**config.mk**
```make
export PLATFORM = sky130hd
export DESIGN_NAME = sdram_init_seq
export DESIGN_NICKNAME = d
export VERILOG_FILES = /design/src/rtl/sdram_pkg.sv /design/src/rtl/sdram_init_seq.sv
export SDC_FILE = /design/constraint.sdc
export NUM_CORES = 1
export LEC_CHECK = 0
export ABC_CLOCK_PERIOD_IN_PS = 5050
export CORE_MARGIN = 1
export CORE_UTILIZATION = 57
export DETAILED_ROUTE_END_ITERATION = 12
export GPL_ROUTABILITY_DRIVEN = 0
export MAX_ROUTING_LAYER = met4
export PLACE_DENSITY = 0.84
export SLEW_MARGIN = 20
export SYNTH_ARGS = -nofsm -noshare
export SYNTH_HDL_FRONTEND = slang
export SYNTH_SLANG_ARGS = --single-unit
```
**constraint.sdc**
```tcl
create_clock -name sys_clk -period 5.05 [get_ports sys_clk]
set_clock_uncertainty 0.2 [all_clocks]
set_input_delay 1.515 -clock sys_clk [delete_from_list [all_inputs] [get_ports sys_clk]]
set_output_delay 1.515 -clock sys_clk [all_outputs]
set_load 0.03 [all_outputs]
```
**src/rtl/sdram_pkg.sv**
```systemverilog
// sdram_pkg
//   Shared definitions for the SDRAM initialisation sequencer:
//   - SDRAM command encodings {CS_n, RAS_n, CAS_n, WE_n}
//   - init FSM state enumeration
//   - mode_word(): builds the LOAD MODE REGISTER address word
package sdram_pkg;

  localparam logic [3:0] CMD_NOP  = 4'b0111;
  localparam logic [3:0] CMD_PRE  = 4'b0010;
  localparam logic [3:0] CMD_AREF = 4'b0001;
  localparam logic [3:0] CMD_LMR  = 4'b0000;

  typedef enum logic [2:0] {
    ST_WAIT_PU,
    ST_PRE,
    ST_W_RP,
    ST_AREF,
    ST_W_RFC,
    ST_MRS,
    ST_W_MRD,
    ST_DONE
  } init_state_t;

  // Mode register layout: A9=WB, A6:A4=CAS latency, A3=burst type,
  // A2:A0=burst length; every other bit is zero. The result is masked to
  // addr_w bits so the caller can slice it directly onto its address bus.
  function automatic logic [31:0] mode_word(input int         addr_w,
                                            input logic       wb,
                                            input logic [2:0] cas_lat,
                                            input logic       bt,
                                            input logic [2:0] bl_code);
    logic [31:0] w;
    w = {22'd0, wb, 2'b00, cas_lat, bt, bl_code};
    if (addr_w < 32) begin
      w = w & ((32'd1 << addr_w) - 32'd1);
    end
    return w;
  endfunction

endpackage

```
**src/rtl/sdram_init_seq.sv**
```systemverilog
// sdram_init_seq
//   SDRAM power-up initialisation sequencer. After reset it waits the
//   power-up time issuing NOPs, then issues PRECHARGE ALL, AREF_NUM AUTO
//   REFRESH commands and LOAD MODE REGISTER, and finally raises init_end.
//   A reinit_req pulse while init_end=1 re-runs the sequence without the
//   power-up wait. All outputs are registered.
// Ports
//   sys_clk    in   1       system clock, rising edge
//   sys_rst_n  in   1       synchronous active-low reset
//   reinit_req in   1       one-cycle request to re-run the sequence (only in DONE)
//   init_cmd   out  4       {CS_n,RAS_n,CAS_n,WE_n}
//   init_ba    out  BA_W    bank address (all ones except during LOAD_MR)
//   init_addr  out  ADDR_W  address (all ones except during LOAD_MR; A10=1 = precharge all)
//   init_end   out  1       high once the sequence has completed
module sdram_init_seq
  import sdram_pkg::*;
#(
  parameter int         CLK_FREQ_MHZ = 50,
  parameter int         T_POWERUP_US = 200,
  parameter int         T_RP_CYC     = 2,
  parameter int         T_RFC_CYC    = 7,
  parameter int         T_MRD_CYC    = 3,
  parameter int         AREF_NUM     = 8,
  parameter int         ADDR_W       = 13,
  parameter int         BA_W         = 2,
  parameter int         CAS_LAT      = 3,
  parameter int         BT           = 0,
  parameter logic [2:0] BL_CODE      = 3'b111,
  parameter int         WB           = 0
) (
  input  logic              sys_clk,
  input  logic              sys_rst_n,
  input  logic              reinit_req,
  output logic [3:0]        init_cmd,
  output logic [BA_W-1:0]   init_ba,
  output logic [ADDR_W-1:0] init_addr,
  output logic              init_end
);

  localparam int POWERUP_CYC = CLK_FREQ_MHZ * T_POWERUP_US;
  localparam int MAX_T       = (T_RP_CYC > T_RFC_CYC)
                               ? ((T_RP_CYC > T_MRD_CYC) ? T_RP_CYC : T_MRD_CYC)
                               : ((T_RFC_CYC > T_MRD_CYC) ? T_RFC_CYC : T_MRD_CYC);
  localparam int CNT_MAX     = (POWERUP_CYC > MAX_T) ? POWERUP_CYC : MAX_T;
  localparam int CNT_W       = $clog2(CNT_MAX + 1);
  localparam int REF_W       = $clog2(AREF_NUM + 1);

  // A command occupies one cycle and its wait state fills the rest of the
  // spacing, so the wait counter is loaded with T-2 and the wait state is
  // skipped entirely when T=1.
  localparam logic [CNT_W-1:0] PU_LOAD  = CNT_W'(POWERUP_CYC);
  localparam logic [CNT_W-1:0] RP_LOAD  = CNT_W'((T_RP_CYC  > 1) ? T_RP_CYC  - 2 : 0);
  localparam logic [CNT_W-1:0] RFC_LOAD = CNT_W'((T_RFC_CYC > 1) ? T_RFC_CYC - 2 : 0);
  localparam logic [CNT_W-1:0] MRD_LOAD = CNT_W'((T_MRD_CYC > 1) ? T_MRD_CYC - 2 : 0);

  localparam logic [31:0]       MODE32    = mode_word(ADDR_W, 1'(WB), 3'(CAS_LAT), 1'(BT), BL_CODE);
  localparam logic [ADDR_W-1:0] MODE_ADDR = MODE32[ADDR_W-1:0];

  if (CLK_FREQ_MHZ < 1 || T_POWERUP_US < 1 || T_RP_CYC < 1 ||
      T_RFC_CYC < 1 || T_MRD_CYC < 1) begin : g_bad_timing
    $error("sdram_init_seq: clock frequency and T_* timing parameters must be >= 1");
  end
  if (AREF_NUM < 1) begin : g_bad_aref
    $error("sdram_init_seq: AREF_NUM must be >= 1");
  end
  if (ADDR_W < 11 || ADDR_W > 32) begin : g_bad_addr
    $error("sdram_init_seq: ADDR_W must be in 11..32");
  end

  init_state_t       r_state, w_state_nxt;
  logic [CNT_W-1:0]  r_cnt, w_cnt_nxt, w_cnt_dec;
  logic [REF_W-1:0]  r_aref, w_aref_nxt, w_aref_inc;
  logic [3:0]        r_cmd, w_cmd_nxt;
  logic [BA_W-1:0]   r_ba, w_ba_nxt;
  logic [ADDR_W-1:0] r_addr, w_addr_nxt;
  logic              r_end, w_end_nxt;

  // Wait counter saturates at zero; the FSM leaves a wait state on zero.
  assign w_cnt_dec  = (r_cnt == '0) ? r_cnt : r_cnt - CNT_W'(1);
  assign w_aref_inc = r_aref + REF_W'(1);

  always_comb begin
    w_state_nxt = r_state;
    w_cnt_nxt   = r_cnt;
    w_aref_nxt  = r_aref;
    unique case (r_state)
      ST_WAIT_PU: begin
        if (r_cnt == '0) w_state_nxt = ST_PRE;
        else             w_cnt_nxt   = w_cnt_dec;
      end
      ST_PRE: begin
        w_aref_nxt = '0;
        if (T_RP_CYC == 1) begin
          w_state_nxt = ST_AREF;
        end else begin
          w_state_nxt = ST_W_RP;
          w_cnt_nxt   = RP_LOAD;
        end
      end
      ST_W_RP: begin
        if (r_cnt == '0) w_state_nxt = ST_AREF;
        else             w_cnt_nxt   = w_cnt_dec;
      end
      ST_AREF: begin
        w_aref_nxt = w_aref_inc;
        if (T_RFC_CYC == 1) begin
          w_state_nxt = (w_aref_inc == REF_W'(AREF_NUM)) ? ST_MRS : ST_AREF;
        end else begin
          w_state_nxt = ST_W_RFC;
          w_cnt_nxt   = RFC_LOAD;
        end
      end
      ST_W_RFC: begin
        if (r_cnt == '0) w_state_nxt = (r_aref == REF_W'(AREF_NUM)) ? ST_MRS : ST_AREF;
        else             w_cnt_nxt   = w_cnt_dec;
      end
      ST_MRS: begin
        if (T_MRD_CYC == 1) begin
          w_state_nxt = ST_DONE;
        end else begin
          w_state_nxt = ST_W_MRD;
          w_cnt_nxt   = MRD_LOAD;
        end
      end
      ST_W_MRD: begin
        if (r_cnt == '0) w_state_nxt = ST_DONE;
        else             w_cnt_nxt   = w_cnt_dec;
      end
      ST_DONE: begin
        if (reinit_req) w_state_nxt = ST_PRE;
      end
      default: w_state_nxt = ST_WAIT_PU;
    endcase
  end

  // Outputs are decoded from the next state so the registered pins line up
  // with the state the FSM occupies during that cycle.
  always_comb begin
    w_cmd_nxt  = CMD_NOP;
    w_ba_nxt   = '1;
    w_addr_nxt = '1;
    w_end_nxt  = (w_state_nxt == ST_DONE);
    unique case (w_state_nxt)
      ST_PRE:  w_cmd_nxt = CMD_PRE;
      ST_AREF: w_cmd_nxt = CMD_AREF;
      ST_MRS: begin
        w_cmd_nxt  = CMD_LMR;
        w_ba_nxt   = '0;
        w_addr_nxt = MODE_ADDR;
      end
      default: w_cmd_nxt = CMD_NOP;
    endcase
  end

  always_ff @(posedge sys_clk) begin
    if (!sys_rst_n) begin
      r_state <= ST_WAIT_PU;
      r_cnt   <= PU_LOAD;
      r_aref  <= '0;
      r_cmd   <= CMD_NOP;
      r_ba    <= '1;
      r_addr  <= '1;
      r_end   <= 1'b0;
    end else begin
      r_state <= w_state_nxt;
      r_cnt   <= w_cnt_nxt;
      r_aref  <= w_aref_nxt;
      r_cmd   <= w_cmd_nxt;
      r_ba    <= w_ba_nxt;
      r_addr  <= w_addr_nxt;
      r_end   <= w_end_nxt;
    end
  end

  assign init_cmd  = r_cmd;
  assign init_ba   = r_ba;
  assign init_addr = r_addr;
  assign init_end  = r_end;

endmodule

```
==> results.md, run 1 <==
- Drc violations: 0
- R2r startpoint: r_cnt[0]
- Starting Density: 60.3%
- Setup Slack @ Placement: 1670 ps
- Seq cells post-synth: 26
- Synth top area cells: dfxtp_1, buf_4, a21oi_1
- Cell count of the worst hold path: 2
- Die area: 2830 µm²
- Max Fclk: 302 MHz
- CP bufs+invs: 1
- Clock buffer count from CTS: 3
- Pin count of the biggest net entering global routing: 18
- Overflow after GRT: 0
- Routed len/inst: 15.8 µm
- Layout cells sized above 1: 7.26%
- Post-synth cell types: 49
- Fill count: 216
- Worst Hold Class: reg -> reg
- Maximum Capacitance Violations: 0
- DRT Pass-1 Iters: 4
- Commonest non-fill, non-tap cell in the layout: dfxtp_1
- CTS Buffer Depth: 2
- Final instance area: 1610 µm²
- Fin worst setup slack: 1740 ps
- Crit start category: flip-flop
- Crit path depth: 1
- DR WL met2: 1.62 mm
- WL met1: 1.45 mm
- Core area: 2480 µm²
- Clk root buf: clkbuf_4
- Cell accounting for the most synthesized area: dfxtp_1
- Placed Cells: 205
- Worst-Skew Late Latency: 330 ps
- RSZ-0062 raised after global routing: false
- Crit path max fanout: 10
- Total power: 423 µW
- Worst EP arrival: 1600 ps
- WS Path Type: reg -> out
- Ys flop type: dfxtp_1
- Async set or reset register ratio after synthesis: 0%
- Mean Syn Cell Area: 8.43 µm²
- TritonCTS clock tree: built
- Highest-delay cell along the critical path: clkdlybuf4s50_1
- Die width: 53.2 µm
- Post-CTS sizing: 0
- Final slew viol count: 0
- Final nets: 186
- CTS hold repair buffers: 0
- Most frequent cells in the layout: dfxtp_1, clkdlybuf4s50_1, nor2_1, nand2_1, a21oi_1
- Seq/Total Area, Yosys: 34.9%
- H-tree levels: 1
- Setup_tns: 0 ps
- Antenna violations before repair: 0
- Ports: 23
- Post-Synthesis Cells: 177
- DR iter-0 viols: 51
- Top cell type's share of synthesized area: 34.9%
- Post-layout util: 65.1%
- Crit path from: init_ba[0]
- Port Buf Inserts: 16
- Peak supply drop: 157 µV
- Hold path start: r_cnt[12]
- Max-slew headroom: 49.0%
- Status: completed
- Post-synth EDFFs: 0
- Post-CTS Repair Setup Buffers: 0
- Die Y: 53.2 µm
- DPL Wire Length: 2.46 mm
- WHS: 325 ps
- Vias in the first global route: 1197
- # diodes: 0
- YS warnings: 0
- Vias per cell: 6.26
- Mapped cell area: 1490 µm²
- Crit-path cells: clkdlybuf4s50_1
- Crit path time final: 3310 ps
- Worst-Margin Slew: 758 ps
- Global-route wire length before repair: 5.43 mm
- Cells on worst reg2reg path: 5
- Leakage power: 0.586 nW
- PD cells: 262 nW/µm²
- DR top layer: met4
- Final setup violating endpoints: 0
- Crit. End Element: primary output
- Required time of the critical path: 3340 ps
- CP delay by family, top: buffers and inverters
- Post-detailed-routing wire length: 3.30 mm
- Slowest cell delay on critical path: 750 ps
- Total track usage: 27.0%
- Area post-placement: 1560 µm²
- Non-Filler Instances: 209
- Met3 routed WL: 202 µm
- Hold Fails Final Rpt: 0
- Clock sinks: 26
- Tcrit/Tclk final: 65.6%
- Routed via count: 1308
- Core Rows: 18
- CTS clock-pin slew for the worst setup and hold paths: 150 ps
- Area Overhead vs Synth: 7.96%
- Detail Route Antenna Nets: 0
[power breakdown]
part           switching, mW  internal (mW)  total [mW]
sequential            0.0123          0.214       0.226
combinational         0.0298         0.0208      0.0505
clock                 0.0655         0.0803       0.146
total                  0.108          0.315       0.423
[cells by family after synthesis]
group,Yosys count,share of synthesized area (%)
simple gates,72,30.0
flops,26,34.9
fa+ha+maj,3,2.51
mux,2,1.42
compound gates,42,18.9
buf+inv,30,11.8
other cells,2,0.503
[layout make-up]
| cell class | instances | area (µm²) | share of cell area, % |
|---|---|---|---|
| clock buffer | 3 | 22.5 | 1.40 |
| clock inverter | 1 | 30.0 | 1.86 |
| inverter | 8 | 30.0 | 1.86 |
| multi-input combinational | 125 | 811 | 50.3 |
| sequential | 26 | 520 | 32.3 |
| tap | 30 | 37.5 | 2.33 |
| timing repair buffer | 16 | 160 | 9.94 |
[routing by layer]
metal,global-route usage [%],vias to the layer above
li1,-,632
met1,35.4,625
met2,42.6,47
met3,3.16,4
met4,9.65,0
met5,-,-
[flip-flops by register name, summed over array words and instances (netlist names)]
register / flops
r_state: 3
init_end: 1
r_cnt: 14
r_aref: 4
init_ba: 1
init_cmd: 3
[worst paths after layout]
kind,end,slack [ps]
max,init_addr[6],1740
min,r_cnt[12],320
max reg2reg,init_cmd[1],2760
min reg2reg,r_cnt[12],320
[worst min-delay path, stage by stage (launching register included)]
cell	delay, ps
dfxtp_1	360
nand3_1	70
a21oi_1	60
[cells in the mapped netlist, drive strengths merged (2+ instances only)]
cell type	count
a21oi	11
a311o	2
a311oi	2
a31oi	2
a41oi	2
buf	16
clkbuf	6
conb	2
dfxtp	26
ha	3
inv	7
nand2	11
nand2b	2
nand3	9
nand3b	2
nand4	3
nor2	12
nor2b	4
nor3	7
nor4	3
o21ai	13
o311ai	2
or2	2
or3	5
or4	7
(Power assumes the default switching activity.)
==> run 2: changes to the inputs <==
- ABC_CLOCK_PERIOD_IN_PS: 5050 -> 3000
- CORE_UTILIZATION: 57 -> 48
- PLACE_DENSITY: 0.84 -> 0.75
- clock period: 5.05 -> 3 ns (I/O delays scaled with it)
==> run 2 against run 1 <==
The flow now finishes with violations (DRC). Sequential share of layout area is 0.32 points lower. Via count shrank 0.76%. Critical path depth unchanged. Combinational power rose by 72%. Sequential power up 69%. Clock power up 66%. Critical endpoint is now init_addr[10].
==> results.md, run 2 (synthesis gave the netlist of run 1 again) <==
- Worst EP arrival: 1570 ps (-30 ps)
- DRT Pass-1 Iters: 11 (+7)
- Routed len/inst: 15.4 µm (-2.5%)
- Global-route wire length before repair: 5.52 mm (+1.7%)
- Hold Fails Final Rpt: 0 (unchanged)
- Most frequent cells in the layout: dfxtp_1, clkdlybuf4s50_1, nor2_1, nand2_1, a21oi_1
- Die width: 57.8 µm (+8.6%)
- Port Buf Inserts: 16 (unchanged)
- Crit path time final: 2670 ps
- Crit path max fanout: 10 (unchanged)
- Violations in the final reports: DRC
- DR iter-0 viols: 71 (+39%)
- Non-Filler Instances: 212 (+1.4%)
- Area Overhead vs Synth: 9.05%
- CTS Buffer Depth: 2 (unchanged)
- Post-detailed-routing wire length: 3.26 mm (-1.1%)
- Required time of the critical path: 1900 ps (-1440 ps)
- Layout cells sized above 1: 8.29% (+1.0 points)
- CTS clock-pin slew for the worst setup and hold paths: 150 ps (about the same)
- Starting Density: 52.3% (-7.9 points)
- Highest-delay cell along the critical path: clkdlybuf4s50_1
- Leakage power: 0.596 nW (+1.6%)
- Worst-Skew Late Latency: 330 ps (about the same)
- Biggest register: r_cnt
- WS Path Type: reg -> out
- Die area: 3340 µm² (+18%)
- TritonCTS clock tree: built
- WL met1: 1.51 mm (+4.1%)
- Total track usage: 21.6% (-5.4 points)
- Crit. End Element: primary output
- Max-slew headroom: 51.2% (+2.3 points)
- Maximum Capacitance Violations: 0 (unchanged)
- Clock sinks: 26 (unchanged)
- Post-CTS sizing: 0 (unchanged)
- Worst Hold Class: reg -> reg
- Area post-placement: 1580 µm² (+1.0%)
- CTS hold repair buffers: 0 (unchanged)
- Worst-Margin Slew: 725 ps (-33.5 ps)
- Post-CTS Repair Setup Buffers: 0 (unchanged)
- Max Fclk: 374 MHz
- CP delay by family, top: buffers and inverters
- Clock buffer count from CTS: 3 (unchanged)
- Peak supply drop: 364 µV (+130%)
- Placed Cells: 208 (+1.5%)
- Antenna violations before repair: 0 (unchanged)
- DR WL met2: 1.54 mm (-4.8%)
- DR top layer: met4
- CP bufs+invs: 1 (unchanged)
- Met3 routed WL: 172 µm (-15%)
- Crit start category: flip-flop
- Regs by FF count: r_cnt (14), r_aref (4)
- Clk root buf: clkbuf_4
- Die Y: 57.8 µm (+8.6%)
- Routed via count: 1298 (-0.76%)
- Core area: 2850 µm² (+15%)
- Crit-path cells: clkdlybuf4s50_1
- PD cells: 437 nW/µm² (+67%)
- Vias in the first global route: 1172 (-2.1%)
- Max FFs per register: 14 (unchanged)
- Post-layout util: 57.1% (-8.0 points)
- Drc violations: 1 (+1)
- Tcrit/Tclk final: 89.0%
- Overflow after GRT: 0 (unchanged)
- DPL Wire Length: 2.42 mm (-1.4%)
- Final slew viol count: 0 (unchanged)
- Final nets: 188 (+1.1%)
- Commonest non-fill, non-tap cell in the layout: dfxtp_1
- Core Rows: 19 (+1)
- Final instance area: 1630 µm² (+1.0%)
- Status: finished, violations left
- Ports: 23 (unchanged)
- # diodes: 0 (unchanged)
- Pin count of the biggest net entering global routing: 18 (unchanged)
- H-tree levels: 1 (unchanged)
- Vias per cell: 6.12 (-2.2%)
- Slowest cell delay on critical path: 740 ps (about the same)
- Setup_tns: 0 ps (unchanged)
- Detail Route Antenna Nets: 0 (unchanged)
- RSZ-0062 raised after global routing: false
- Final setup violating endpoints: 0 (unchanged)
-- run 2: final timing paths --
| kind | startpoint | to | slack, ps | cells after the start |
|---|---|---|---|---|
| min reg2reg | r_aref[3] | r_aref[3] | 320 | 1 |
| min | r_aref[3] | r_aref[3] | 320 | 1 |
| max reg2reg | r_cnt[0] | init_cmd[1] | 800 | 5 |
| max | init_ba[0] | init_addr[10] | 330 | 1 |
-- run 2: layer usage --
layer	global-route usage (%)	vias up
li1	-	640
met1	29.7	613
met2	33.2	41
met3	4.69	4
met4	4.08	0
met5	-	-
-- run 2: area by class of cell --
| type | instances | area, µm² |
|---|---|---|
| clock inverter | 1 | 30.0 |
| multi-input combinational | 125 | 811 |
| timing repair buffer | 18 | 175 |
| sequential | 26 | 520 |
| inverter | 8 | 30.0 |
| tap | 31 | 38.8 |
| clock buffer | 3 | 22.5 |
| fill | 247 | 1220 |
-- run 2: power breakdown --
part           switching, mW  leakage [nW]  internal (mW)
clock                  0.108        0.0279          0.135
sequential            0.0213         0.211          0.360
combinational         0.0507         0.356         0.0363
-- run 2: through the flow --
step	total power, mW	hold WS [ps]	worst slack, ps
2_1_floorplan	0.457	251	994
3_3_place_gp	0.469	274	510
3_5_place_dp	0.475	285	434
4_1_cts	0.718	305	296
5_1_grt	0.746	340	232
6_report	0.712	316	329
